==> config.mk <==
export PLATFORM = sky130hd
export DESIGN_NAME = conv_sequencer
export DESIGN_NICKNAME = d
export VERILOG_FILES = /design/src/rtl/conv_sequencer.sv
export SDC_FILE = /design/constraint.sdc
export NUM_CORES = 1
export LEC_CHECK = 0
export CAP_MARGIN = 30
export CELL_PAD_IN_SITES_DETAIL_PLACEMENT = 0
export CELL_PAD_IN_SITES_GLOBAL_PLACEMENT = 1
export CORE_ASPECT_RATIO = 1.5
export CORE_MARGIN = 5
export CORE_UTILIZATION = 25
export CTS_CLUSTER_DIAMETER = 100
export DETAILED_ROUTE_END_ITERATION = 10
export PLACE_DENSITY_LB_ADDON = 0.3
export SLEW_MARGIN = 20
export SYNTH_ARGS = -nofsm -noshare
export SYNTH_HDL_FRONTEND = slang
export SYNTH_SLANG_ARGS = --single-unit
==> constraint.sdc <==
create_clock -name clk -period 1.6 [get_ports clk]
set_input_delay 0.32 -clock clk [delete_from_list [all_inputs] [get_ports clk]]
set_output_delay 0.32 -clock clk [all_outputs]
set_load 0.01 [all_outputs]
==> src/rtl/conv_sequencer.sv <==
// Frame-level sequencer for the convolver: loads kernel weights, streams pixels,
// tracks window position and overlaps the next kernel preload with streaming.
module conv_sequencer #(
  parameter int KSIZE = 3,
  parameter int IMG_W = 8,
  parameter int IMG_H = 8,
  localparam int NW  = KSIZE * KSIZE,
  localparam int WIW = (NW > 1) ? $clog2(NW) : 1,
  localparam int CW  = (IMG_W > 1) ? $clog2(IMG_W) : 1,
  localparam int RW  = (IMG_H > 1) ? $clog2(IMG_H) : 1
) (
  input  logic           clk,
  input  logic           reset,
  input  logic           start,
  input  logic           reload_req,
  input  logic           w_valid,
  output logic           w_ready,
  input  logic           px_valid,
  output logic           px_ready,
  output logic [1:0]     state,
  output logic [WIW-1:0] w_index,
  output logic [CW-1:0]  col,
  output logic [RW-1:0]  row,
  output logic           win_valid,
  output logic           done,
  output logic           busy
);

  typedef enum logic [1:0] {
    IDLE         = 2'b00,
    WLOAD        = 2'b01,
    STREAM       = 2'b10,
    STREAM_WLOAD = 2'b11
  } state_t;

  localparam logic [WIW-1:0] W_LAST   = WIW'(NW - 1);
  localparam logic [CW-1:0]  COL_LAST = CW'(IMG_W - 1);
  localparam logic [RW-1:0]  ROW_LAST = RW'(IMG_H - 1);
  localparam logic [CW-1:0]  WIN_COL  = CW'(KSIZE - 1);
  localparam logic [RW-1:0]  WIN_ROW  = RW'(KSIZE - 1);

  state_t         state_q, state_d;
  logic [WIW-1:0] w_index_d;
  logic [CW-1:0]  col_d;
  logic [RW-1:0]  row_d;
  logic           preload_done, preload_done_d;
  logic           w_acc, px_acc, w_last, frame_end;

  assign state    = state_q;
  assign w_ready  = state_q[0];
  assign px_ready = state_q[1];
  assign busy     = (state_q != IDLE);

  assign w_acc     = w_valid && w_ready;
  assign px_acc    = px_valid && px_ready;
  assign w_last    = w_acc && (w_index == W_LAST);
  assign frame_end = px_acc && (row == ROW_LAST) && (col == COL_LAST);

  always_ff @(posedge clk) begin
    if (reset) begin
      state_q      <= IDLE;
      w_index      <= '0;
      col          <= '0;
      row          <= '0;
      win_valid    <= 1'b0;
      done         <= 1'b0;
      preload_done <= 1'b0;
    end else begin
      state_q      <= state_d;
      w_index      <= w_index_d;
      col          <= col_d;
      row          <= row_d;
      win_valid    <= px_acc && (row >= WIN_ROW) && (col >= WIN_COL);
      done         <= frame_end;
      preload_done <= preload_done_d;
    end
  end

  always_comb begin
    state_d        = state_q;
    w_index_d      = w_index;
    col_d          = col;
    row_d          = row;
    preload_done_d = preload_done;

    if (w_acc) begin
      w_index_d = w_last ? '0 : w_index + 1'b1;
    end

    if (px_acc) begin
      if (col == COL_LAST) begin
        col_d = '0;
        row_d = (row == ROW_LAST) ? '0 : row + 1'b1;
      end else begin
        col_d = col + 1'b1;
      end
    end

    // A weight completing in the frame-end cycle counts as a finished preload,
    // while a partial preload drops back to WLOAD keeping its w_index.
    unique case (state_q)
      IDLE: begin
        if (start) begin
          state_d   = WLOAD;
          w_index_d = '0;
          col_d     = '0;
          row_d     = '0;
        end
      end
      WLOAD: begin
        if (w_last) state_d = STREAM;
      end
      STREAM: begin
        if (frame_end) begin
          state_d        = preload_done ? STREAM : IDLE;
          preload_done_d = 1'b0;
        end else if (reload_req && !preload_done) begin
          state_d = STREAM_WLOAD;
        end
      end
      STREAM_WLOAD: begin
        if (frame_end) begin
          state_d        = (preload_done || w_last) ? STREAM : WLOAD;
          preload_done_d = 1'b0;
        end else if (w_last) begin
          state_d        = STREAM;
          preload_done_d = 1'b1;
        end
      end
      default: state_d = IDLE;
    endcase
  end

endmodule

==> metrics.txt <==
DR DRC count=0; Die W=58.7 µm; cells after synthesis=92; # hold bufs at CTS=0; total power=784 µW; Achievable Freq=643 MHz; first-pass GRT wire length=3540 µm; crit path capture type=output port; Final Slew Violations=0; worst-path fanout max=4; post-synthesis async set-or-reset flop share=0; number of synthesized flops with an enable pin=0; 1st-pass router iterations=4; DR vias=756; Primary FF master, synth=dfxtp_1; status=finished, final reports clean; # port buffers=22; CTS Buffer Depth=2; num rows=26; period utilization=0.972; cell chain of the critical path=buf_4, clkdlybuf4s50_1; final WL=2040 µm; initial antenna violation count=0; Tmin final=1550 ps; final hold violation count=0; Arr. time, crit path=1230 ps; postcts setup bufs=0; clk_lat worst skew=250 ps; synthesized area=890 µm²; Final nets=142; CTS sink count=15; number of setup violations in the final report=0; H-tree depth=1; Num CTS Buffers=3; Core ar.=0.00342 mm²; crit start category=flop; Peak supply drop=426 µV; clock-pin slew on the worst setup and hold paths=60 ps; synthesized flop and latch total=15; share of post-route cells with drive strength above 1=0.294; routability congestion estimate from global placement=0.783; Syn-to-layout area delta=45.9%; worst slew pin tran=259 ps; Hold Slack=504 ps; Total Routing Usage GR=0.0919; TritonCTS clock tree=built; CP Class=reg -> out; Req. time, crit path=1280 ps; setup ws final=45.0 ps; CP max stage cell=clkdlybuf4s50_1; Layout fillers=357; syn avg cell area=9.67 µm²; Die Y=83.1 µm; Clock Tree Root=clkbuf_8; # Max-Cap Violations=0; vias in the first global route=804; Wirelength per Cell=12.1 µm; Final HPWL DP=1640 µm; worst hold-check path type=reg -> reg; Yosys cell types=36; Setup Skew=2.53 ps; Post-Syn Nets=107; Initial Util=0.260; DRT antenna net count=0; die area=0.00488 mm²; power per cell area=604 mW/mm²; RSZ-0062 raised after global routing=no; diodes inserted=0; Fin Setup TNS=0 ps; Top Ports=23; leakage=0.566 nW; Seq/Total Area, Yosys=0.338; pre-CTS WS=10.5 ps; CP peak stage delay=530 ps; pin count of the biggest net entering global routing=11; Slew HR=0.827; initial DRC count=14; grt total ovfl=0; Ys Warns=0; Final Util=0.380; Via density=4.50
==> flip-flops by register name, summed over array words and instances (netlist names) <==
name / cells
win_valid: 1
done: 1
preload_done: 1
w_index: 4
col: 3
state: 2
row: 3
==> cell usage after synthesis (2+ instances only) <==
library cell | n | area share
buf_6 | 2 | 0.025
nand2b_1 | 2 | 0.014
ha_1 | 9 | 0.13
mux2i_1 | 4 | 0.045
and3_1 | 2 | 0.014
nor2_1 | 5 | 0.021
nand3_1 | 8 | 0.045
a211oi_2 | 2 | 0.028
buf_4 | 2 | 0.017
nand2_1 | 3 | 0.013
dfxtp_1 | 15 | 0.34
nor3_2 | 2 | 0.023
nor2_2 | 4 | 0.028
nor3_1 | 2 | 0.011
inv_1 | 8 | 0.034
a21oi_2 | 2 | 0.020
==> metrics by stage <==
step	area (µm²)	cells
6_report	1300	168
5_1_grt	1300	168
4_1_cts	1270	168
3_5_place_dp	1230	164
3_3_place_gp	1230	164
2_1_floorplan	890	92
==> cell usage in the layout (no fill, tap or decap), types with 2 or more instances in the layout <==
cell type,synthesis,routed
dfxtp_2,0,2
nand3_1,8,8
nand2b_1,2,2
nor2_2,4,4
clkdlybuf4s50_1,0,19
a211oi_2,2,2
clkbuf_8,0,3
inv_1,8,8
nor3_2,2,2
mux2i_1,4,4
dfxtp_1,15,13
nor2_1,5,5
buf_4,2,12
a21oi_2,2,2
dlymetal6s2s_1,0,2
ha_1,9,7
nand2_1,3,3
and3_1,2,2
nor3_1,2,2
==> cell families after synthesis <==
kind of cell | count (synthesis) | share of synthesized area
xor+xnor | 2 | 0.0197
flops | 15 | 0.338
buf+inv | 13 | 0.0816
simple gates | 36 | 0.246
mux | 4 | 0.0450
compound gates | 13 | 0.143
fa+ha+maj | 9 | 0.127
==> power breakdown <==
| group | internal (mW) | switching [mW] | leakage (nW) |
|---|---|---|---|
| sequential | 0.377 | 0.00353 | 0.122 |
| clock | 0.172 | 0.138 | 0.0255 |
| combinational | 0.0511 | 0.0427 | 0.418 |
==> worst max-delay path, delay by kind of cell, from the launching register on <==
| kind | cells | cell delay [ps] |
|---|---|---|
| buffers and inverters | 2 | 650 |
| DFF | 1 | 340 |
==> per-layer routing <==
layer | vias up | track usage | share of wire
met5 | - | 0 | 0
met4 | 0 | 0.0433 | 0.0093
met3 | 2 | 0.0171 | 0.046
met2 | 14 | 0.153 | 0.51
met1 | 354 | 0.110 | 0.44
li1 | 386 | - | -
==> cell type report <==
cell class	instances	area, µm²	share of cell area
Clock buffer	3	41.3	0.0318
Tap cell	42	52.6	0.0405
Inverter	8	30.0	0.0231
Sequential cell	15	303	0.233
Clock inverter	1	5.00	0.00386
Multi-Input combinational cell	64	532	0.410
Timing Repair Buffer	35	334	0.257
==> what timing repair did <==
| item | 4_1_cts | 5_1_grt |
|---|---|---|
| resized for setup | 1 | 7 |
| setup endpoints to repair | 1 | 7 |
| gates cloned | 0 | 0 |
==> worst paths after layout <==
kind                             start                   endpoint  slack (ps)  depth (start not counted)
min reg2reg  preload_done$_SDFFE_PP0P_  preload_done$_SDFFE_PP0P_         500                          2
min          preload_done$_SDFFE_PP0P_  preload_done$_SDFFE_PP0P_         500                          2
max reg2reg          col[0]$_SDFF_PP0_      state[0]$_SDFFE_PP0P_         150                          5
max                  col[0]$_SDFF_PP0_                     col[0]          50                          2
Power figures use the tool's default switching activity.
